<file path="src/rtl/alu_issue_stage.sv">
// Operand/issue stage for the 32-bit combinational ALU: register file, one-deep
// EX stage with result forwarding, and writeback of the ALU result one edge later.
module alu_issue_stage #(
    parameter int DW    = 32,
    parameter int NREGS = 8,
    parameter int AW    = 3
) (
    input  logic          clk,
    input  logic          rst_n,
    input  logic          in_valid,
    output logic          in_ready,
    input  logic [3:0]    in_op,
    input  logic [AW-1:0] in_rd,
    input  logic [AW-1:0] in_rs1,
    input  logic [AW-1:0] in_rs2,
    input  logic          ld_en,
    input  logic [AW-1:0] ld_addr,
    input  logic [DW-1:0] ld_data,
    output logic [DW-1:0] alu_a,
    output logic [DW-1:0] alu_b,
    output logic [3:0]    alu_opcode,
    input  logic [DW-1:0] alu_y,
    output logic          wb_valid,
    output logic [AW-1:0] wb_rd,
    output logic [DW-1:0] wb_data,
    input  logic [AW-1:0] dbg_addr,
    output logic [DW-1:0] dbg_data
);

    logic [DW-1:0] regs_q [NREGS];
    logic [DW-1:0] regs_d [NREGS];

    logic [DW-1:0] alu_a_q, alu_a_d;
    logic [DW-1:0] alu_b_q, alu_b_d;
    logic [3:0]    alu_op_q, alu_op_d;
    logic [AW-1:0] ex_rd_q;
    logic          ex_valid_q;
    logic          wb_valid_q;
    logic [AW-1:0] wb_rd_q;
    logic [DW-1:0] wb_data_q;

    logic accept;

    // A direct load steals the cycle from issue.
    assign in_ready = ~ld_en;
    assign accept   = in_valid & in_ready;

    // The command in EX has not been written back yet, so its result comes
    // straight from the ALU output instead of the register file.
    function automatic logic [DW-1:0] src(input logic [AW-1:0] r);
        if (ex_valid_q && ex_rd_q == r)
            return alu_y;
        return regs_q[r];
    endfunction

    always_comb begin
        // NOTE: combinational blocks use blocking '=' and assign a default
        // first, so every path drives every output and no latch is inferred.
        alu_a_d  = alu_a_q;
        alu_b_d  = alu_b_q;
        alu_op_d = alu_op_q;
        if (accept) begin
            alu_a_d  = src(in_rs1);
            alu_b_d  = src(in_rs2);
            alu_op_d = in_op;
        end
    end

    // Load is applied after writeback so it wins on a same-register collision.
    always_comb begin
        regs_d = regs_q;
        if (ex_valid_q)
            regs_d[ex_rd_q] = alu_y;
        if (ld_en)
            regs_d[ld_addr] = ld_data;
    end

    // NOTE: the register file is small and architecturally visible, so it is
    // reset along with the pipeline state rather than left uninitialised.
    always_ff @(posedge clk or negedge rst_n) begin
        if (!rst_n) begin
            for (int i = 0; i < NREGS; i++)
                regs_q[i] <= '0;
        end else begin
            regs_q <= regs_d;
        end
    end

    // NOTE: sequential state uses non-blocking '<=' so every register samples
    // pre-edge values regardless of statement order.
    always_ff @(posedge clk or negedge rst_n) begin
        if (!rst_n) begin
            alu_a_q    <= '0;
            alu_b_q    <= '0;
            alu_op_q   <= '0;
            ex_rd_q    <= '0;
            ex_valid_q <= 1'b0;
            wb_valid_q <= 1'b0;
            wb_rd_q    <= '0;
            wb_data_q  <= '0;
        end else begin
            alu_a_q    <= alu_a_d;
            alu_b_q    <= alu_b_d;
            alu_op_q   <= alu_op_d;
            ex_valid_q <= accept;
            if (accept)
                ex_rd_q <= in_rd;
            wb_valid_q <= ex_valid_q;
            if (ex_valid_q) begin
                wb_rd_q   <= ex_rd_q;
                wb_data_q <= alu_y;
            end
        end
    end

    assign alu_a      = alu_a_q;
    assign alu_b      = alu_b_q;
    assign alu_opcode = alu_op_q;
    assign wb_valid   = wb_valid_q;
    assign wb_rd      = wb_rd_q;
    assign wb_data    = wb_data_q;
    assign dbg_data   = regs_q[dbg_addr];

endmodule

</file>
<file path="config.mk">
export PLATFORM = sky130hd
export DESIGN_NAME = alu_issue_stage
export DESIGN_NICKNAME = d
export VERILOG_FILES = /design/src/rtl/alu_issue_stage.sv
export SDC_FILE = /design/constraint.sdc
export NUM_CORES = 1
export LEC_CHECK = 0
export CORE_MARGIN = 10
export CORE_UTILIZATION = 45
export CTS_CLUSTER_SIZE = 20
export DETAILED_ROUTE_END_ITERATION = 10
export DONT_BUFFER_PORTS = 1
export SLEW_MARGIN = 20
export SYNTH_ARGS = -nofsm -noshare
export SYNTH_HDL_FRONTEND = slang
export SYNTH_SLANG_ARGS = --single-unit
</file>
<file path="constraint.sdc">
create_clock -name clk -period 1.7 [get_ports clk]
set_input_delay 0.17 -clock clk [delete_from_list [all_inputs] [get_ports clk]]
set_output_delay 0.17 -clock clk [all_outputs]
set_load 0.05 [all_outputs]
</file>
==> results of run 1 <==
state kept, by name, indices dropped and copies added (netlist names):
name	flops
wb_data	32
alu_opcode	4
regs_q	256
ex_valid_q	1
ex_rd_q	3
alu_b	32
wb_valid	1
alu_a	32
wb_rd	3
power by group through the flow:
| stage | registers, mW | logic [mW] | clock network [mW] |
|---|---|---|---|
| 6_report | 14.8 | 10.7 | 9.30 |
| 5_1_grt | 15.0 | 11.5 | 9.76 |
| 4_1_cts | 14.8 | 9.97 | 9.45 |
| 3_5_place_dp | 15.3 | 7.73 | 0 |
| 3_3_place_gp | 15.1 | 7.52 | 0 |
| 2_1_floorplan | 14.4 | 6.94 | 0 |
cell families after synthesis:
logic type | Yosys count | share of synthesized area
xor gates and xnor gates | 6 | 0.002361
muxes | 579 | 0.3721
AOI/OAI and AO/OA | 322 | 0.08636
and+or+nand+nor | 386 | 0.07129
DFF | 364 | 0.4093
buffers and inverters | 243 | 0.05853
worst max-delay path, delay by kind of cell (launching register included):
family  cells  cell delay, ns
mux         2            0.85
flops       1            0.42
cell type report:
class,instances,area [um2],share of cell area
Tap cell,664,830.8,0.03122
Clock buffer,69,1286,0.04833
Multi-Input combinational cell,1293,12080,0.4539
Antenna cell,3,7.507,0.0002821
Sequential cell,364,9115,0.3425
Timing Repair Buffer,326,3151,0.1184
Clock inverter,9,100.1,0.003761
Inverter,11,41.29,0.001552
how the worst max path moves through the flow:
stage | start | end | slack (ns) | cells past startpoint
floorplan | dbg_addr[0] | dbg_data[0] | 0.10 | 4
global placement | ex_rd_q[2] | regs_q[135] | 0.06 | 5
detailed placement | ex_rd_q[2] | regs_q[245] | 0.005 | 5
CTS | regs_q[144] | dbg_data[16] | -0.35 | 2
global route | regs_q[169] | dbg_data[9] | -0.37 | 2
finish | regs_q[120] | dbg_data[24] | -0.32 | 2
metrics by stage:
stage / area (um2) / std cells
floorplan: 22250 / 1900
global placement: 22710 / 2390
detailed placement: 22710 / 2390
finish: 26610 / 2739
global route: 26610 / 2738
CTS: 25960 / 2669
placed cells by master (no fill, tap or decap):
master         netlist  layout
inv_1               11      10
buf_6               28       4
diode_2              0       3
nand4_1              6       6
inv_2                0       1
o21ai_2             16      16
nand2b_4             0       1
buf_16               0       2
mux2i_1            320     315
nor4b_4              2       2
clkinvlp_4           0       2
and4bb_4             0       3
clkbuf_8             0       7
dfrtp_1            364     359
a21oi_1            128     128
clkbuf_16            0      48
and3b_1              1       1
dlygate4sd3_1        0      74
buf_12               0      31
clkinv_2             0       5
mux2_2              67      35
bufinv_16            0       2
a41o_2               0       2
xnor2_2              0       2
nand2_1            236     236
buf_8                0       3
nor4bb_4             0       3
nand4b_1             6       6
dfrtp_2              0       5
nor2_1             128     128
o21ai_0             96      76
mux2i_4              0       2
mux2_4               0      32
xnor2_1              6       4
buf_4               19     209
mux4_2             192     192
o21ai_1             16      36
clkbuf_1            75      17
o221ai_1            64      64
mux2i_2              0       3
routing by layer:
metal / up-vias / wire length, um
met5: - / 7
met4: 2 / 2732
met3: 145 / 6325
met1: 8724 / 31500
met2: 743 / 36770
li1: 7343 / -
synth_stat cells (2+ instances only):
| master | number | area share |
|---|---|---|
| nand2_1 | 236 | 0.040 |
| nor2_1 | 128 | 0.022 |
| buf_2 | 87 | 0.020 |
| inv_1 | 11 | 0.0019 |
| dfrtp_1 | 364 | 0.41 |
| and4bb_2 | 3 | 0.0017 |
| nand4_1 | 6 | 0.0017 |
| buf_1 | 23 | 0.0039 |
| o221ai_1 | 64 | 0.025 |
| nor4b_4 | 2 | 0.0021 |
| nand4b_1 | 6 | 0.0024 |
| nor4bb_1 | 3 | 0.0013 |
| clkbuf_1 | 75 | 0.013 |
| mux2_2 | 67 | 0.034 |
| o21ai_0 | 96 | 0.022 |
| mux2i_1 | 320 | 0.14 |
| mux4_2 | 192 | 0.19 |
| xnor2_1 | 6 | 0.0024 |
| buf_6 | 28 | 0.014 |
| o21ai_2 | 16 | 0.0063 |
| o21ai_1 | 16 | 0.0036 |
| a41o_1 | 2 | 0.00090 |
| a21oi_1 | 128 | 0.029 |
| buf_4 | 19 | 0.0064 |
timing repair:
item / CTS / global route
setup buffers: 125 / 64
endpoints found under the setup margin: 36 / 131
cloned: 0 / 3
endpoints found under the hold margin: 724 / 364
pin swaps: 0 / 5
gates resized for setup: 33 / 42
==> key figures, run 1 <==
Finish
  – Layout cells sized above 1: 0.2954
  – Fill count: 4078
  – Synth-to-Final Area Change: 19.58%
  – Nets: 2126
  – Final Util: 0.5436

Route
  – WL per Instance: 28.24 um
  – Total wire length: 77340 um
  – Vias per cell: 6.191
  – TritonRoute pass-1 iters: 5
  – Initial drt markers: 1811
  – Final ANT Viol Nets: 0
  – # DRC: 0
  – Vias: 16957

Job
  – Max Cap Violations: 0

Run status
  – Status: finished with violations
  – Failing checks: hold timing, setup timing

Power
  – Design Power: 34.81 mW
  – Combinational Power Share: 0.308
  – Internal: 22.27 mW
  – Clock power share: 0.267
  – Switching fraction of total power: 0.3602
  – Max VDD drop: 0.8717 mV
  – Sw power: 12.54 mW
  – Register share of total power: 0.425
  – P_leak: 11.49 nW
  – PD cells: 1308 nW/um2

Critical path
  – Reg2reg setup slack: 0.01 ns
  – WS Path Type: reg2out
  – Critical Path End Type: output pin
  – Critical Path Start Type: register
  – Arrival time of the worst setup path: 1.85 ns
  – Worst-path maximum fanout: 3
  – Slowest Stage Delay on Critical Path: 0.48 ns
  – Slowest-stage cell, CP: mux4_2
  – CP Data Required Time: 1.53 ns
  – R2r startpoint: ex_rd_q[0]
  – Worst Reg-to-Reg Cells: 5
  – Crit-path cells: mux4_2, mux2_4
  – Worst flop-to-flop path endpoint: regs_q[114]

Placed design
  – Dpl hpwl: 43300 um
  – Routability Congestion: 0.8087
  – DP Worst Slack: 0.005239 ns
  – Buffers on Ports: 0

Floorplan
  – Io pins: 224
  – Die span in x: 242.4 um
  – Cell Rows: 81
  – Initial Utilization: 0.4546
  – Die height: 242.4 um
  – Total die area: 58750 um2
  – Core Region: 48950 um2

Synthesis
  – Synthesized area: 22250 um2
  – Post-Syn Instances: 1900
  – Ys flop type: dfrtp_1
  – Unique masters post-synth: 26
  – Register area share after synthesis: 0.4093
  – Net Count, Synth: 1987
  – Count of warnings emitted by yosys: 0
  – Number of synthesized register bits: 364
  – Syn avg cell area: 11.71 um2
  – Post-synth EDFFs: 0
  – Ys async rst share: 1.000

Clocking
  – Hold buffers post-CTS: 76
  – Clk sinks: 364
  – Clk buf depth: 3
  – Worst-path clk slew: 0.06 ns
  – H-tree depth: 2
  – Later-pin clock latency in the skew report: 0.58 ns
  – CTS Buf Count: 43
  – Root Buffer: clkbuf_16
  – TritonCTS clock tree: yes

Timing
  – Skew final: 0.01761 ns
  – Setup TNS: -9.246 ns
  – Final Hold Viols: 364
  – Fin worst setup slack: -0.3191 ns
  – Worst-margin pin slew: 1.227 ns
  – Final min period: 2.019 ns
  – Final period util: 1.188
  – Final setup violation count: 32
  – Max Clk Rate: 495.3 MHz
  – Hold WS: -0.6637 ns
  – Slew HR: 0.1823
  – Unrepaired setup endpoints after global routing: true
  – Final Max Slew Viols: 0

Global route
  – M3 GR Usage: 0.06955
  – Total gr overflow: 0
  – Met1 Track Usage GR: 0.3297
  – Busiest grt layer: met2
  – GR Layer Usage met2: 0.4028
  – Largest net degree at the start of global routing: 365
  – Vias in the first global route: 17209
  – First-pass GRT wire length: 114500 um
  – GRT Resource Usage Total: 0.2549
  – Initial antenna violation count: 3

Hold path
  – Hold crit path type: in2async
(Power assumes the default switching activity.)
==> run 2: changes to the inputs <==
--- a/config.mk
+++ b/config.mk
@@ -5,6 +5,7 @@
 export SDC_FILE = /design/constraint.sdc
 export NUM_CORES = 1
 export LEC_CHECK = 0
+export CORE_ASPECT_RATIO = 1.25
 export CORE_MARGIN = 10
 export CORE_UTILIZATION = 45
 export CTS_CLUSTER_SIZE = 20
==> key figures, run 2 (same netlist as run 1, synthesis figures left out) <==
Run status
  – Status: finished with violations
  – Failing checks: hold timing, setup timing

Route
  – WL per Instance: 29.05 um (+2.9%)
  – Initial drt markers: 1637 (-9.6%)
  – Vias per cell: 6.258 (+1.1%)
  – # DRC: 0 (unchanged)
  – Final ANT Viol Nets: 0 (unchanged)
  – Total wire length: 79690 um (+3.0%)
  – Vias: 17167 (+1.2%)
  – TritonRoute pass-1 iters: 5 (unchanged)

Clocking
  – Later-pin clock latency in the skew report: 0.58 ns (about the same)
  – CTS Buf Count: 42 (-2.3%)
  – Clk buf depth: 3 (unchanged)
  – Clk sinks: 364 (unchanged)
  – Hold buffers post-CTS: 79 (+3.9%)
  – TritonCTS clock tree: yes
  – Root Buffer: clkbuf_16
  – Worst-path clk slew: 0.07 ns (about the same)
  – H-tree depth: 2 (unchanged)

Placed design
  – Dpl hpwl: 42930 um (-0.83%)
  – Placed Instance Area: 22760 um2 (+0.19%)
  – DP Worst Slack: -0.06480 ns (-0.07004 ns)
  – Buffers on Ports: 0 (unchanged)
  – Placed insts: 2388 (-0.084%)
  – Routability Congestion: 0.8210 (+1.5%)

Finish
  – Top reg by flops: regs_q
  – Fill count: 4119 (+1.0%)
  – Final Util: 0.5501 (+0.006442)
  – Register area: 9116 um2 (about the same)
  – Design area: 27060 um2 (+1.7%)
  – Max reg flops: 256 (unchanged)
  – Non-Filler Instances: 2743 (+0.15%)
  – Layout cells sized above 1: 0.3183 (+0.02297)
  – Multi-input logic area: 12270 um2 (+1.6%)
  – Nets: 2144 (+0.85%)
  – Most frequent cells in the layout: dfrtp_1 (360), mux2i_1 (317), nand2_1 (236)
  – Synth-to-Final Area Change: 21.58%
  – Most common cell after layout, fill and taps aside: dfrtp_1

Timing
  – Max Clk Rate: 494.4 MHz (-0.18%)
  – Unrepaired setup endpoints after global routing: true
  – Slew HR: 0.06970 (-0.1126)
  – Skew final: 0.01900 ns (+0.001390 ns)
  – Final min period: 2.023 ns (+0.003569 ns)
  – Final Hold Viols: 365 (+0.27%)
  – Fin worst setup slack: -0.3227 ns (-0.003569 ns)
  – Final period util: 1.190 (+0.002099)
  – Final setup violation count: 39 (+22%)
  – Hold WS: -0.7010 ns (-0.03737 ns)
  – Setup TNS: -9.402 ns (-0.1558 ns)
  – Worst-margin pin slew: 1.395 ns (+0.1689 ns)
  – Final Max Slew Viols: 0 (unchanged)

Critical path
  – Worst setup path end: dbg_data[13]
  – R2r startpoint: ex_rd_q[2]
  – Reg2reg setup slack: -0.02 ns (-0.03 ns)
  – WS Path Type: reg2out
  – Crit-path cells: mux4_2, mux2_4
  – CP Data Required Time: 1.53 ns (about the same)
  – Slowest Stage Delay on Critical Path: 0.47 ns (about the same)
  – Critical Path End Type: output pin
  – Critical path launch point: regs_q[205]
  – Arrival time of the worst setup path: 1.85 ns (about the same)
  – Critical Path Start Type: register
  – Worst flop-to-flop path endpoint: alu_b[26]
  – Slowest-stage cell, CP: mux4_2
  – Worst-path maximum fanout: 4 (+1)
  – Worst Reg-to-Reg Cells: 6 (+1)

Global route
  – Largest net degree at the start of global routing: 365 (unchanged)
  – Vias in the first global route: 17710 (+2.9%)
  – Total gr overflow: 0 (unchanged)
  – First-pass GRT wire length: 116100 um (+1.4%)
  – Initial antenna violation count: 4 (+1)
  – GRT Resource Usage Total: 0.2626 (+0.007729)

Job
  – Max Cap Violations: 0 (unchanged)

Power
  – P_leak: 11.68 nW (+1.6%)
  – Max VDD drop: 0.7988 mV (-8.4%)
  – PD cells: 1312 nW/um2 (+0.32%)
  – Design Power: 35.50 mW (+2.0%)

Floorplan
  – Die height: 268.6 um (+11%)
  – Io pins: 224 (unchanged)
  – Cell Rows: 91 (+12%)
  – Core Region: 49190 um2 (+0.48%)
  – Die span in x: 218.9 um (-9.7%)
  – Initial Utilization: 0.4524 (-0.002186)
  – Total die area: 58800 um2 (about the same)

Hold path
  – Hold crit path type: in2async
-- run 2: changes by cell type in the layout (fill, tap and decap cells not counted), sizes merged --
cell / previous run / this run
clkbuf: 72 / 58
dlygate4sd3: 74 / 77
inv: 11 / 12
bufinv: 2 / 5
clkinv: 5 / 8
buf: 249 / 264
clkinvlp: 2 / 8
-- run 2: worst min-delay path by stage --
stage                         end   from  cells after the start
finish              alu_opcode[0]  rst_n                      0
global placement    alu_opcode[0]  rst_n                      0
global route        alu_opcode[0]  rst_n                      0
floorplan                alu_a[0]  rst_n                      0
CTS                 alu_opcode[0]  rst_n                      0
detailed placement  alu_opcode[0]  rst_n                      0
-- run 2: routing by layer --
metal | track usage | part of all wire | vias to the layer above
met2 | 0.4480 | 0.50 | 821
met4 | 0.1019 | 0.042 | 0
met1 | 0.3209 | 0.37 | 8790
met5 | 0 | 0 | -
li1 | - | - | 7383
met3 | 0.05431 | 0.084 | 173
-- run 2: where the power goes --
part           internal, mW  leakage (nW)  switching, mW  total (mW)
clock network          5.75         0.699           4.00        9.75
logic                  6.14          6.68           5.23        11.4
registers              10.8          4.30           3.54        14.4
-- run 2: critical path: cells and delay by family, from the launching register on --
family / cells / cell delay, ns
multiplexers: 2 / 0.85
flip-flops: 1 / 0.42
-- run 2: final cells by class --
type,instances,share of cell area
clock buffer,54,0.04425
timing repair buffer,345,0.1237
sequential,364,0.3369
inverter,11,0.001526
multi-input combinational,1293,0.4534
tap,651,0.03010
clock inverter,22,0.009850
antenna,3,0.0002775
-- run 2: timing repair --
action	4_1_cts	5_1_grt
pin swaps	2	14
gates cloned	1	5
gates resized for setup	35	66
endpoints found under the setup margin	221	99
setup buffers	156	37
endpoints found under the hold margin	723	364
